File: config.mk
export PLATFORM = sky130hd
export DESIGN_NAME = mem_bus_arbiter
export DESIGN_NICKNAME = d
export VERILOG_FILES = /design/src/rtl/mem_bus_arbiter.sv
export SDC_FILE = /design/constraint.sdc
export NUM_CORES = 1
export LEC_CHECK = 0
export BUFFER_PORTS_ARGS = -buffer_cell sky130_fd_sc_hd__buf_2
export CORE_AREA = 5 5 101 103
export DETAILED_ROUTE_END_ITERATION = 6
export DIE_AREA = 0 0 106 108
export GPL_TIMING_DRIVEN = 0
export HOLD_SLACK_MARGIN = 0.15
export SLEW_MARGIN = 20
export SYNTH_ARGS = -nofsm -noshare
export SYNTH_HDL_FRONTEND = slang
export SYNTH_SLANG_ARGS = --single-unit
File: constraint.sdc
create_clock -name CLK -period 2.2 [get_ports CLK]
set_input_delay 0.55 -clock CLK [delete_from_list [all_inputs] [get_ports CLK]]
set_output_delay 0.55 -clock CLK [all_outputs]
set_load 0.03 [all_outputs]
File: src/rtl/mem_bus_arbiter.sv
// Two-requester RAM port arbiter (icache read-only, dcache read/write) with burst locking.
// Fixed dcache priority from IDLE; define ARB_RR_EN for round-robin tie-breaking from IDLE.
module mem_bus_arbiter #(
    parameter int ADDR_W    = 32,
    parameter int DATA_W    = 32,
    parameter int BURST_LEN = 4
) (
    input  logic              CLK,
    input  logic              nRST,
    input  logic              iREN,
    input  logic [ADDR_W-1:0] iaddr,
    output logic              iwait,
    output logic [DATA_W-1:0] iload,
    input  logic              dREN,
    input  logic              dWEN,
    input  logic [ADDR_W-1:0] daddr,
    input  logic [DATA_W-1:0] dstore,
    output logic              dwait,
    output logic [DATA_W-1:0] dload,
    output logic              ramREN,
    output logic              ramWEN,
    output logic [ADDR_W-1:0] ramaddr,
    output logic [DATA_W-1:0] ramstore,
    input  logic [DATA_W-1:0] ramload,
    input  logic [1:0]        ramstate,
    output logic [1:0]        grant,
    output logic              bus_err
);
    localparam int BW = ($clog2(BURST_LEN) < 2) ? 2 : $clog2(BURST_LEN);
    localparam logic [1:0] RS_ACCESS = 2'd2;
    localparam logic [1:0] RS_ERROR  = 2'd3;

    typedef enum logic [1:0] {IDLE = 2'd0, IGNT = 2'd1, DGNT = 2'd2} state_t;

    state_t        state_q, state_d;
    logic [BW-1:0] beat_q, beat_d;
    logic          d_req, i_req, done, last_beat, pick_d;

    assign d_req     = dREN | dWEN;
    assign i_req     = iREN;
    assign done      = (ramstate == RS_ACCESS) | (ramstate == RS_ERROR);
    assign last_beat = (beat_q == BW'(BURST_LEN - 1));

`ifdef ARB_RR_EN
    // last_q: 1 = dcache was the most recent owner
    logic last_q;
    always_ff @(posedge CLK or negedge nRST) begin
        if (!nRST)                 last_q <= 1'b0;
        else if (state_d == DGNT)  last_q <= 1'b1;
        else if (state_d == IGNT)  last_q <= 1'b0;
    end
    assign pick_d = (d_req & i_req) ? ~last_q : d_req;
`else
    assign pick_d = d_req;
`endif

    always_ff @(posedge CLK or negedge nRST) begin
        if (!nRST) begin
            state_q <= IDLE;
            beat_q  <= '0;
        end else begin
            state_q <= state_d;
            beat_q  <= beat_d;
        end
    end

    // Owner dropping its request releases immediately; a full burst only yields if the other side waits.
    always_comb begin
        state_d = state_q;
        beat_d  = beat_q;
        case (state_q)
            IDLE: begin
                beat_d = '0;
                if (pick_d)     state_d = DGNT;
                else if (i_req) state_d = IGNT;
            end
            IGNT: begin
                if (!i_req) begin
                    beat_d  = '0;
                    state_d = d_req ? DGNT : IDLE;
                end else if (done) begin
                    if (last_beat) begin
                        beat_d = '0;
                        if (d_req) state_d = DGNT;
                    end else begin
                        beat_d = beat_q + 1'b1;
                    end
                end
            end
            DGNT: begin
                if (!d_req) begin
                    beat_d  = '0;
                    state_d = i_req ? IGNT : IDLE;
                end else if (done) begin
                    if (last_beat) begin
                        beat_d = '0;
                        if (i_req) state_d = IGNT;
                    end else begin
                        beat_d = beat_q + 1'b1;
                    end
                end
            end
            default: begin
                state_d = IDLE;
                beat_d  = '0;
            end
        endcase
    end

    always_comb begin
        iwait    = 1'b1;
        dwait    = 1'b1;
        iload    = '0;
        dload    = '0;
        ramREN   = 1'b0;
        ramWEN   = 1'b0;
        ramaddr  = '0;
        ramstore = '0;
        grant    = {state_q == DGNT, state_q == IGNT};
        bus_err  = (state_q != IDLE) & (ramstate == RS_ERROR);
        case (state_q)
            IGNT: begin
                ramaddr = iaddr;
                ramREN  = iREN;
                iload   = ramload;
                iwait   = ~done;
            end
            DGNT: begin
                ramaddr  = daddr;
                ramWEN   = dWEN;
                ramREN   = dREN & ~dWEN;
                ramstore = dstore;
                dload    = ramload;
                dwait    = ~done;
            end
            default: ;
        endcase
    end
endmodule
==> results.txt, run 1 <==
Counting the buffers created by CTS gives 3. For the number of filler cells placed in the layout, the log shows 944. During synthesis, Yosys emitted a total of 0 warnings. In this run switching power makes up 56.9% of total power.

0 antenna diodes ended up in the layout. The normalized max-slew margin was 68.2%; the estimated wirelength of the detail-placed design was 7.21 mm. The floorplan step defined a die boundary enclosing 11400 um2. The region available for standard cell placement spans 9110 um2. The count of mapped cells out of synthesis is 224.

After the first detailed-routing iteration, the DRC count stood at 82. For this design the total switching power over the nets is 0.00285 W. Hold is met by 0.549 ns.

For the reported max-cap violation count, the log shows 0. The via count of the first global-routing pass came out at 2617. The post-route netlist has 70.7% of its cells at a drive strength greater than 1. The iteration count of the initial detailed-routing pass is 4, and the overall power after layout is 0.00502 W.

The post-synthesis to final-layout area growth works out to 140%. At the worst endpoint, the arrival time is 1.63 ns. Global routing consumed, over all layers together, 12.9% of the routing resources.

Ranked by instance count, the synthesized netlist is headed by sky130_fd_sc_hd__and2_1 (97), sky130_fd_sc_hd__nor2b_1 (34), sky130_fd_sc_hd__a22oi_1 (32), sky130_fd_sc_hd__clkbuf_1 (13). Type of the worst setup path: reg2out. For the wire length of the first global-routing pass, the log shows 12.3 mm.

Counting both buffers and inverters, the worst setup path holds a total of 3. The largest net degree at the start of global routing was 11. The worst setup path is captured at an output port.

At the end of routability-driven placement, the weighted congestion stood at 0.864. Of the synthesized area, sequential elements account for 6.72%. Yosys mapped a number of flops with a built-in enable equal to 0.

Combinational logic is responsible for 94.1% of the overall power. The sequential share of power was 2.8%; the power per unit of standard cell area was 1400 nW/um2. Setup violations remaining at the end of the flow were counted as 0. The tools report the startpoint type of the worst setup path as a flip-flop.

In this run the critical register-to-register path is captured at state_q[0]. The logs give 1.99 nW for the leakage power of the design and 364 for the net count after synthesis. Internal power comes to 0.00216 W. From left edge to right edge, the die measures 106 um.

The reg-to-reg critical path startpoint was state_q[0]. The buffer depth of the longest clock path came out at 2. The die is 108 um tall. Once detail routing completed, the nets flagged for antenna violations numbered 0. Sink count of the clock tree: 4. sky130_fd_sc_hd__and2_1 is the most common cell in the netlist. The worst min-delay path category was reg2reg.

The share of the synthesized area in the top cell type works out to 40.8%. After synthesis the netlist holds a flip-flop and latch count of 4. The number of different library cells used by synthesis comes to 21. Final-report max-slew violation count: 0. Worst-case reg-to-reg path depth: 7. For this run, the post-layout net count is 644.

At the later pin of the worst-skew pair, clock insertion delay measures 0.22 ns. VDD sags by at most 0.623 mV. The standard cell with the maximum stage delay on the critical path is sky130_fd_sc_hd__dfrtp_2. Data on the critical path is required at its endpoint by 1.65 ns. The tools report the hold-critical path endpoint as beat_q[1].

For this run the aggregate overflow at the end of global routing stands at 0. The run finished with clean final reports. Worst setup skew after layout: 0.00155 ns. TritonCTS built the clock tree. The worst hold path startpoint is beat_q[1]. For the peak clock frequency supported by timing, the log shows 0.459 GHz. Synthesized area per cell: 6.65 um2.

The routed design could run at a clock period as short as 2.18 ns. The initial cell density of the core came out at 16.3%. Along the worst hold path, the cell count comes to 2. For this block, the via count after detailed routing is 2620. In this run the worst path has a maximum fanout of 10. Across all register-to-register paths, the minimum setup slack is 0.55 ns.

Walking the worst path, the cells encountered are ha_4 > clkbuf_16 > buf_8 > a22oi_1 > nor2b_2 > buf_4. For this run, the slowest stage of the critical path takes 0.46 ns. Wires add up to 8.69 mm. The cell sitting at the root of the clock tree is a sky130_fd_sc_hd__clkbuf_8. For the share of total power in the clock network, the log shows 3.1%.

Initial antenna violation count: 0. The library cell occupying the most area in the post-synthesis netlist was sky130_fd_sc_hd__and2_1. For this run, design rule violations remaining after detail routing come to 0.

Setup repair after global routing could not meet its margin everywhere. Row generation in the floorplan step produced 35 rows. In this run the count of I/O pins placed on the die edge is 270. The number of buffers inserted by port buffering works out to 269.

The portion of the clock cycle consumed by the worst path in the final layout works out to 99.0%. Ranked by total cell area, the synthesized netlist is headed by sky130_fd_sc_hd__and2_1 (41%), sky130_fd_sc_hd__a22oi_1 (16%), sky130_fd_sc_hd__nor2b_1 (14%), sky130_fd_sc_hd__dfrtp_1 (6.7%), sky130_fd_sc_hd__ha_1 (4.2%). Clock-pin slew was measured on the worst setup and hold paths at 0.03 ns. Family of cells with the greatest summed delay on the critical path: buffers and inverters. The most common flop cell mapped by yosys is sky130_fd_sc_hd__dfrtp_1. The hold violation count in the final report was 0; the transition at the pin with the smallest max-transition slack was 0.473 ns. In the synthesized netlist the async set-or-reset flop fraction comes to 100%. The cell area that synthesis handed to floorplanning was 1490 um2. Dividing the detail-routed via count by the number of cells gives 4.27. The total number of H-tree levels was 1; the average detailed-routed wire length per instance was 14.2 um.
worst max path at each step:
stage                          start           to  slack, ns  depth (start not counted)
after floorplan           state_q[0]    dload[22]       0.04                          6
after global placement    state_q[1]  ramaddr[25]      -0.19                          5
after detailed placement  state_q[1]  ramaddr[25]      -0.23                          5
after CTS                 state_q[0]  ramaddr[16]     0.0008                          7
after global routing      state_q[0]       ramREN      -0.03                          6
final                     state_q[1]  ramaddr[12]       0.02                          6
per-layer routing:
| metal | vias up | part of all wire [%] | track usage, % |
|---|---|---|---|
| li1 | 1295 | - | - |
| met2 | 165 | 55 | 26.5 |
| met4 | 0 | 0.55 | 2.50 |
| met5 | - | 0 | 0 |
| met1 | 1156 | 34 | 13.2 |
| met3 | 4 | 10 | 3.16 |
cells by family (layout without fill, tap and decap cells):
kind of cell,after synthesis,in the layout,synth area share (%)
AO/OA/AOI/OAI,43,43,22.0
adder cells (fa/ha/maj),5,5,4.20
buffers and inverters,24,302,6.64
flip-flops,4,4,6.72
multiplexers,1,1,0.672
AND/OR/NAND/NOR,147,147,59.7
cell usage in the layout (no fill, tap or decap):
| master | instances |
|---|---|
| sky130_fd_sc_hd__a21oi_1 | 3 |
| sky130_fd_sc_hd__inv_4 | 2 |
| sky130_fd_sc_hd__o21ai_0 | 4 |
| sky130_fd_sc_hd__buf_8 | 2 |
| sky130_fd_sc_hd__and2_4 | 2 |
| sky130_fd_sc_hd__or2_4 | 1 |
| sky130_fd_sc_hd__nand3b_1 | 1 |
| sky130_fd_sc_hd__clkbuf_4 | 20 |
| sky130_fd_sc_hd__mux2i_1 | 1 |
| sky130_fd_sc_hd__ha_4 | 3 |
| sky130_fd_sc_hd__clkbuf_8 | 4 |
| sky130_fd_sc_hd__nor2_1 | 6 |
| sky130_fd_sc_hd__buf_12 | 3 |
| sky130_fd_sc_hd__buf_2 | 213 |
| sky130_fd_sc_hd__nor3_1 | 1 |
| sky130_fd_sc_hd__and2_1 | 95 |
| sky130_fd_sc_hd__dfrtp_2 | 2 |
| sky130_fd_sc_hd__nor2b_1 | 2 |
| sky130_fd_sc_hd__a22o_1 | 1 |
| sky130_fd_sc_hd__dlygate4sd3_1 | 1 |
| sky130_fd_sc_hd__inv_1 | 1 |
| sky130_fd_sc_hd__clkbuf_16 | 1 |
| sky130_fd_sc_hd__buf_6 | 10 |
| sky130_fd_sc_hd__ha_1 | 2 |
| sky130_fd_sc_hd__buf_4 | 40 |
| sky130_fd_sc_hd__a32oi_4 | 1 |
| sky130_fd_sc_hd__o22a_1 | 1 |
| sky130_fd_sc_hd__nand2_1 | 7 |
| sky130_fd_sc_hd__a21boi_2 | 1 |
| sky130_fd_sc_hd__nor2b_2 | 32 |
| sky130_fd_sc_hd__clkbuf_2 | 5 |
| sky130_fd_sc_hd__dfrtp_1 | 2 |
| sky130_fd_sc_hd__a22oi_1 | 19 |
| sky130_fd_sc_hd__a22oi_2 | 13 |
registers in the layout (all words and copies together) (netlist names):
name	flops
beat_q	2
state_q	2
per-stage QoR:
stage               instances  utilization, %  area (um2)  worst slack (ns)  setup TNS, ns
floorplan                 224               -        1570            0.0356              0
global placement          604            33.6        3060            -0.185          -5.02
CTS                       609            36.6        3330          0.000816              0
detailed placement        604            33.6        3060            -0.229          -9.07
finish                    613            39.2        3570            0.0228              0
global route              613            39.2        3570           -0.0341         -0.153
area by class of cell:
type / instances / area, um2 / area share (%)
flip-flops and latches: 4 / 103 / 2.87
repair buffers: 275 / 1580 / 44.3
multi-input cells: 196 / 1480 / 41.5
inverters: 3 / 16.3 / 0.455
clock buffers: 3 / 41.3 / 1.16
well taps: 111 / 139 / 3.89
plain buffers: 21 / 209 / 5.85
worst register-to-register path: cells and delay by family, from the launching register on:
kind | cells | cell delay [ns]
compound gates | 3 | 0.62
flops | 1 | 0.43
fa+ha+maj | 1 | 0.18
buf+inv | 2 | 0.22
simple gates | 1 | 0.08
power by group through the flow:
stage | sequential, W | clock [W] | combinational [W]
5_1_grt | 0.000143 | 0.000162 | 0.00503
4_1_cts | 0.000135 | 0.000157 | 0.00443
3_3_place_gp | 0.000123 | 0 | 0.00398
2_1_floorplan | 0.000117 | 0 | 0.00288
6_report | 0.000140 | 0.000156 | 0.00472
3_5_place_dp | 0.000123 | 0 | 0.00402
timing repair:
action,in CTS,in global routing
hold buffers,1,0
endpoints found under the hold margin,4,0
buffers inserted,1,3
resized for setup,81,66
setup endpoints to repair,132,101
gates cloned,0,1
Note: power is estimated with default switching activity, not from simulation.
==> run 2: changes to the inputs <==
Settings changed: ABC_AREA set to 1.
==> run 2 against run 1 <==
Compared with the run above:
- utilization grew 3.7 points
- setup slack lost 0.019 ns
- die area is the same
- sequential cell count is the same
==> results.txt, run 2 <==
The row count is 35 (unchanged). The biggest cell delay along the critical path is 0.46 ns (about the same). The fraction of synthesis flops using an asynchronous set or reset pin came out at 100% (unchanged). The logs give 0.721 mV (+16%) for the peak ir drop on the vdd network and 0 (unchanged) for the final-report max-slew violation count. Shortest period the worst path allows: 2.20 ns (+0.0192 ns). For the remaining routing DRC violations, the log shows 0 (unchanged). The final cell area excluding filler cells is 3910 um2 (+9.3%).

The worst setup slack for register-to-register paths was 0.70 ns (+0.15 ns); the leakage power of the design was 2.81 nW (+41%). For this design, the slowest cell found on the critical path is sky130_fd_sc_hd__dfrtp_2. The tools report the synthesized area as 1620 um2 (+8.8%). The number of I/O pins is 270 (unchanged). Leaving out fill and tap cells, the most frequent cells in the layout are sky130_fd_sc_hd__buf_2 (208), sky130_fd_sc_hd__nand2_1 (161), sky130_fd_sc_hd__inv_1 (101), sky130_fd_sc_hd__buf_6 (32). Buffer depth of the longest clock path: 2 (unchanged).

The power per unit of standard cell area was 1340 nW/um2 (-4.2%); the normalized max-slew margin was 89.1% (+21 points). Ranked by instance count, the synthesized netlist is headed by sky130_fd_sc_hd__nand2_1 (176), sky130_fd_sc_hd__inv_1 (103), sky130_fd_sc_hd__a21oi_1 (34), sky130_fd_sc_hd__buf_2 (15), sky130_fd_sc_hd__nand3_1 (6). The CTS buffer count was 3 (unchanged). The sum of routed wire length over all layers is 9.65 mm (+11%), and the reported max-cap violation count is 0 (unchanged). The startpoint identified for the worst hold timing path is beat_q[1]. The peak clock frequency supported by timing came out at 0.455 GHz (-0.87%).

The synthesized area per cell works out to 4.44 um2 (-33%). The clock transition at the register clock pins on the worst setup and hold paths after CTS was 0.03 ns (about the same). The floorplan die height was 108 um (unchanged); the final global-route overflow total was 0 (unchanged).

The sink count of the clock tree was 4 (unchanged); the core outline area was 9110 um2 (unchanged). In the post-synthesis netlist, the cell with the most instances is sky130_fd_sc_hd__nand2_1. The run gives 6.18% (-0.55 points) as the fraction of the yosys area taken by sequential cells. The average detailed-routed wire length per instance was 12.7 um (-10%); the portion of the clock cycle consumed by the worst path in the final layout was 99.8% (+0.87 points). The tools report the number of filler cells placed in the layout as 994 (+5.3%). The most common cell after layout, fill and taps aside was sky130_fd_sc_hd__buf_2. The detailed-route vias per instance was 4.07 (-4.9%); the initial antenna violation count was 0 (unchanged). The worst min-delay path category is reg2reg.

The core occupancy in the finished layout was 42.9% (+3.7 points). The run gives 3078 (+17%) as the total via count after detailed routing. The remaining number of nets flagged by the antenna check after routing came out at 0 (unchanged). The largest net degree at the start of global routing is 11 (unchanged). The share of the synthesized area in the top cell type came out at 40.8% (about the same).

The count of mapped cells out of synthesis was 365 (+63%); the data arrival time of the worst path was 1.65 ns (+0.02 ns). The flop and latch count out of synthesis came out at 4 (unchanged). The post-synthesis to final-layout area growth works out to 141%.

The total number of H-tree levels was 1 (unchanged); the final hold slack was 0.549 ns (-0.000639 ns). The met2 wirelength from detailed routing was 4.96 mm (+3.9%). The startpoint identified for the worst register-to-register timing path is state_q[0].

The met3 layer wire length in the routed design was 1.03 mm (+17%); the initial cell density of the core was 17.8% (+1.4 points). For the routability congestion estimate from global placement, the log shows 0.829 (-4.1%). The number of buffers inserted by port buffering was 269 (unchanged).

The met1 layer wirelength in the final routing is 3.57 mm (+19%). The area used by multi-input combinational logic is 1220 um2 (-18%), and the wire length of the first global-routing pass is 14.2 mm (+15%). The tools report the iteration-0 DRC count of the detailed router as 113 (+38%). The worst path required time was 1.65 ns (about the same). Slack of the critical path: 0.00369 ns (-0.0192 ns). The iteration count of the initial detailed-routing pass is 4 (unchanged), and the x dimension of the die is 106 um (unchanged). Worst setup skew after layout: 0.00147 ns (-0.0000800 ns). Among the stages of the critical path, the cell type that occurs most often is sky130_fd_sc_hd__buf_12. For the total placed instance area, the log shows 3210 um2 (+4.9%). The overall die area was 11400 um2 (unchanged); the combined flip-flop and latch cell area was 103 um2 (unchanged). For this run, the leading register cell type out of synthesis is sky130_fd_sc_hd__dfrtp_1. Routed signal wires occupy layers up through met4. The highest fanout seen on the critical path was 8 (-2). Tracing the worst setup path back leads to its startpoint at state_q[0].

The run gives 8.00 mm (+11%) as the estimated wirelength of the detail-placed design. In the final layout, the registers with the most flip-flops are beat_q x2, state_q x2. For the insertion delay to the later sink of the worst-skew pair, the log shows 0.21 ns (about the same). The biggest area contributor in the post-synthesis netlist is sky130_fd_sc_hd__nand2_1. Setup repair after global routing could not meet its margin everywhere. TritonCTS built the clock tree. The number of synthesized flops with an enable pin came out at 0 (unchanged). The flow ran to the end, and the final reports show no timing, DRC or antenna violations. The fraction of layout instances using a drive strength above 1 is 55.4% (-15 points). The antenna diode count was 0 (unchanged). STA classifies the critical path startpoint as a flip-flop. The type of the worst setup path is reg2out. Walking the worst path, the cells encountered are inv_4 > ha_4 > buf_12 > buf_12 > nand2_2 > a21oi_2 > buf_6. The hold violation count in the final report was 0 (unchanged). The logs give 505 (+39%) for the net count after synthesis and -0.209 ns (+0.0204 ns) for the setup slack after placement. Cell chosen for the clock root: sky130_fd_sc_hd__clkbuf_8. Number of warnings printed during yosys synthesis: 0 (unchanged). For the number of distinct library cells after synthesis, the log shows 20 (-4.8%). The tools report the net count of the finished layout as 788 (+22%). The aggregate global-route resource usage is 14.9% (+1.9 points). The endpoint kind of the worst setup timing path was an output port. The total setup violations reported at the end of the flow is 0 (unchanged), and the transition at the pin with the smallest max-transition slack is 0.160 ns (-0.313 ns). By area the synthesized netlist is led by sky130_fd_sc_hd__nand2_1 (41%), sky130_fd_sc_hd__inv_1 (24%), sky130_fd_sc_hd__a21oi_1 (11%), sky130_fd_sc_hd__dfrtp_1 (6.2%), sky130_fd_sc_hd__buf_2 (4.6%). For the via count of the first global-routing pass, the log shows 2960 (+13%).
-- run 2: changes by cell type in the layout (fill, tap and decap cells not counted), sizes merged, moves of 7 or more --
cell / before / now
a22oi: 32 / 0
nand3: 0 / 7
and2: 97 / 0
nor2b: 34 / 0
nand2: 7 / 177
inv: 3 / 104
a21oi: 3 / 34
-- run 2: what timing repair did --
item | CTS | global route
gates cloned | 1 | 4
setup buffers | 0 | 3
resized for setup | 52 | 125
setup endpoints to repair | 132 | 115
pin swaps | 0 | 16
hold buffers | 1 | 0
hold endpoints to repair | 4 | 0
-- run 2: cell type report --
| cell class | instances | area share, % |
|---|---|---|
| inverters | 105 | 10.3 |
| repair buffers | 278 | 44.6 |
| clock buffers | 3 | 1.06 |
| multi-input cells | 235 | 31.1 |
| flip-flops and latches | 4 | 2.63 |
| plain buffers | 21 | 6.72 |
| well taps | 111 | 3.55 |
-- run 2: metal layers --
| layer | up-vias | global-route usage [%] |
|---|---|---|
| li1 | 1594 | - |
| met1 | 1305 | 16.4 |
| met2 | 173 | 28.9 |
| met3 | 6 | 4.24 |
| met4 | 0 | 2.13 |
| met5 | - | 0 |
-- run 2: path summary, 6_finish.rpt --
path                         endpoint  depth (start not counted)
max reg2reg                state_q[1]                          8
min in group asynchronous  state_q[0]                          2
min                         beat_q[1]                          2
max                        ramaddr[4]                          7
max in group asynchronous  state_q[1]                          2
min reg2reg                 beat_q[1]                          2
-- run 2: where the power goes --
part	leakage, nW	switching, W	internal (W)
combinational	2.73	0.00310	0.00187
clock	0.0216	0.0000337	0.000116
sequential	0.0504	0.0000425	0.0000997
total	2.81	0.00317	0.00208
-- run 2: through the flow --
step / TNS [ns] / total power [W] / std cells
2_1_floorplan: 0 / 0.00289 / 365
3_3_place_gp: -3.15 / 0.00408 / 745
3_5_place_dp: -2.87 / 0.00408 / 745
4_1_cts: 0 / 0.00456 / 750
5_1_grt: -1.32 / 0.00566 / 757
6_report: 0 / 0.00525 / 757
-- run 2: cell families after synthesis --
| kind of cell | synth area share (%) |
|---|---|
| and+or+nand+nor | 45.9 |
| DFF | 6.18 |
| adders and majority gates | 3.86 |
| buffers and inverters | 31.7 |
| AOI/OAI and AO/OA | 11.7 |
| muxes | 0.618 |
-- run 2: worst max-delay path, delay by kind of cell, from the launching register on --
kind            cells  cell delay (ns)
simple gates        1             0.05
compound gates      1             0.17
flops               1             0.46
buf+inv             4             0.54
fa+ha+maj           1             0.19
==> run 3: changes to the inputs <==
==> constraint.sdc (replaced) <==
create_clock -name CLK -period 2.2 [get_ports CLK]
set_input_delay 0.44 -clock CLK [delete_from_list [all_inputs] [get_ports CLK]]
set_output_delay 0.44 -clock CLK [all_outputs]
set_load 0.03 [all_outputs]
==> run 3 against run 2 <==
Compared with the run above:
- setup slack improved by 0.092 ns
- total power decreased by 18%
- sequential cell count is the same
- combinational power is 18% lower
- hold slack improved by 0.0098 ns
- wire length is 0.60% lower
- sequential power decreased by 11%
- clock skew is 0.0037 ns higher
- sequential share of layout area grew 0.41 points
- register-to-register slack improved by 0.19 ns
- count of clock-buffer cells in the layout stayed put
==> results.txt, run 3 (synthesis gave the netlist of run 2 again) <==
The number of buffers inserted by port buffering was 269 (unchanged). The initial cell density of the core was 17.8% (unchanged). The leakage power of the design was 2.68 nW (-4.4%). Total setup violations reported at the end of the flow: 0 (unchanged). The flow ran to the end, and the final reports show no timing, DRC or antenna violations.

The floorplan die height came out at 108 um (unchanged). The tightest min-delay check is of the in2async type. Tracing the worst setup path back leads to its startpoint at state_q[0]. The tools report the worst path required time as 1.76 ns (+0.11 ns). The clock transition at the register clock pins on the worst setup and hold paths after CTS is 0.03 ns (about the same), and the row count is 35 (unchanged).

Worst setup slack for register-to-register paths: 0.89 ns (+0.19 ns). The cell sitting at the root of the clock tree is a sky130_fd_sc_hd__clkbuf_8. The reported max-cap violation count was 0 (unchanged). The tools report the remaining routing DRC violations as 0 (unchanged).

The total internal power is 0.00139 W (-33%), and the worst-case reg-to-reg path depth is 7 (-1). The wire length of the first global-routing pass is 14.2 mm (+0.40%), and the core outline area is 9110 um2 (unchanged). The switching share of power is 67.9% (+7.6 points), and the estimated wirelength of the detail-placed design is 8.37 mm (+4.6%). The overall power after layout came out at 0.00433 W (-18%). The run gives 0.475 GHz (+4.4%) as the peak clock frequency supported by timing. The worst register-to-register path ends at state_q[0]. The type of the worst setup path was reg2out. The number of I/O pins was 270 (unchanged); the insertion delay to the later sink of the worst-skew pair was 0.22 ns (about the same). The tools report the iteration-0 DRC count of the detailed router as 122 (+8.0%). The post-route setup TNS was 0 ns (unchanged); the average detailed-routed wire length per instance was 12.8 um (+0.19%). The worst setup skew after layout is 0.00515 ns (+0.00369 ns).

The run gives 93.4% (-1.0 points) as the combinational share of power. For the final global-route overflow total, the log shows 0 (unchanged). The net switching component of the power was 0.00294 W (-7.3%); the fraction of layout instances using a drive strength above 1 was 48.6% (-6.8 points). The logs give 782 (-0.76%) for the net count of the finished layout and 36.1% (-6.8 points) for the core occupancy in the finished layout. Via count of the first global-routing pass: 2909 (-1.7%).

The sum of routed wire length over all layers is 9.59 mm (-0.60%), and the power per unit of standard cell area is 1320 nW/um2 (-2.2%). Relative to the synthesized area, the layout overhead comes to 103%. The aggregate global-route resource usage came out at 15.2% (+0.34 points).

The detailed-route vias per instance is 4.02 (-1.1%). The reg-to-reg critical path startpoint was state_q[0]. The data arrival time of the worst path was 1.66 ns (about the same). The highest fanout seen on the critical path was 10 (+2).

The transition at the pin with the smallest max-transition slack was 0.221 ns (+0.0617 ns); the sink count of the clock tree was 4 (unchanged). The normalized max-slew margin was 85.2% (-3.8 points); the sequential share of power was 2.9% (+0.2 points). For the largest net degree at the start of global routing, the log shows 11 (unchanged). The final-report max-slew violation count was 0 (unchanged); the CTS buffer count was 3 (unchanged). The hold violation count in the final report came out at 0 (unchanged). For the number of filler cells placed in the layout, the log shows 1081 (+8.8%).

For the iteration count of the initial detailed-routing pass, the log shows 4 (unchanged). TritonCTS built the clock tree. Portion of the clock cycle consumed by the worst path in the final layout: 95.7% (-4.2 points). The slack of the critical path was 0.0955 ns (+0.0918 ns). The initial antenna violation count was 0 (unchanged); the final hold slack was 0.558 ns (+0.00984 ns). The run gives 0 (unchanged) as the remaining number of nets flagged by the antenna check after routing. The share of total power in the clock network is 3.6% (+0.7 points), and the buffer depth of the longest clock path is 2 (unchanged). Routability congestion estimate from global placement: 0.861 (+3.8%). STA classifies the critical path endpoint as an output port. Shortest period the worst path allows: 2.10 ns (-0.0918 ns). The largest registers in the layout are beat_q x2, state_q x2.

Peak ir drop on the vdd network: 0.618 mV (-14%). For the total number of H-tree levels, the log shows 1 (unchanged). Leaving out fill and tap cells, the most frequent cell in the layout is sky130_fd_sc_hd__buf_2. The worst setup path is launched from a flip-flop. The logs give 0 (unchanged) for the antenna diode count and 3019 (-1.9%) for the total via count after detailed routing.

In this run the worst setup path terminates at ramaddr[16]. In the layout the commonest cells are sky130_fd_sc_hd__buf_2 (271), sky130_fd_sc_hd__nand2_1 (176), sky130_fd_sc_hd__inv_1 (101), sky130_fd_sc_hd__a21oi_1 (27), sky130_fd_sc_hd__clkbuf_4 (8). The overall die area is 11400 um2 (unchanged), and the setup slack after placement is -0.178 ns (+0.0315 ns). X dimension of the die: 106 um (unchanged).
[run 3: changes by cell type in the layout (fill, tap and decap cells not counted), sizes merged]
cell,before,now
buf,265,284
inv,104,105
clkbuf,36,11
clkinv,1,0
[run 3: how the worst min path moves through the flow]
stage          startpoint  slack, ns  cells past startpoint          to
2_1_floorplan        nRST       0.14                      0   beat_q[0]
3_3_place_gp         nRST       0.25                      1   beat_q[0]
3_5_place_dp         nRST       0.25                      1   beat_q[0]
4_1_cts              nRST       0.56                      2   beat_q[0]
5_1_grt              nRST       0.57                      2  state_q[1]
6_report             nRST       0.56                      2   beat_q[0]
[run 3: layout make-up]
type | count | area (um2) | share of cell area, %
Buffer | 21 | 166 | 5.06
Clock buffer | 3 | 41.3 | 1.25
Inverter | 105 | 397 | 12.0
Multi-Input combinational cell | 235 | 1060 | 32.1
Sequential cell | 4 | 100 | 3.04
Tap cell | 111 | 139 | 4.22
Timing Repair Buffer | 272 | 1390 | 42.3
[run 3: worst max-delay path, stage by stage (launching register included)]
cell and delay [ns]:
sky130_fd_sc_hd__dfrtp_1 0.44, sky130_fd_sc_hd__inv_2 0.08, sky130_fd_sc_hd__ha_1 0.33, sky130_fd_sc_hd__inv_4 0.07, sky130_fd_sc_hd__buf_6 0.15, sky130_fd_sc_hd__a21oi_1 0.17, sky130_fd_sc_hd__buf_4 0.20
[run 3: what timing repair did]
item | 4_1_cts | 5_1_grt
hold endpoints to repair | 4 | 0
pin swaps | 0 | 0
setup endpoints to repair | 62 | 117
hold buffers | 1 | 0
resized for setup | 10 | 23
setup buffers | 2 | 0
[run 3: per-stage QoR]
step                cells  area (um2)
floorplan             365        1650
global placement      745        3130
detailed placement    745        3130
CTS                   751        3220
global route          751        3290
finish                751        3290
[run 3: power by group through the flow]
stage	registers (W)	logic [W]	clock network, W
3_5_place_dp	0.000124	0.00388	0
4_1_cts	0.000116	0.00399	0.000162
2_1_floorplan	0.000116	0.00266	0
5_1_grt	0.000127	0.00441	0.000169
3_3_place_gp	0.000124	0.00388	0
6_report	0.000126	0.00405	0.000158
[run 3: routing by layer]
layer	GRT usage, %	vias up	wire length (um)
met1	17.5	1258	3670
met4	3.52	0	152
met2	28.4	173	4710
li1	-	1576	-
met5	0	-	0
met3	3.76	12	1050
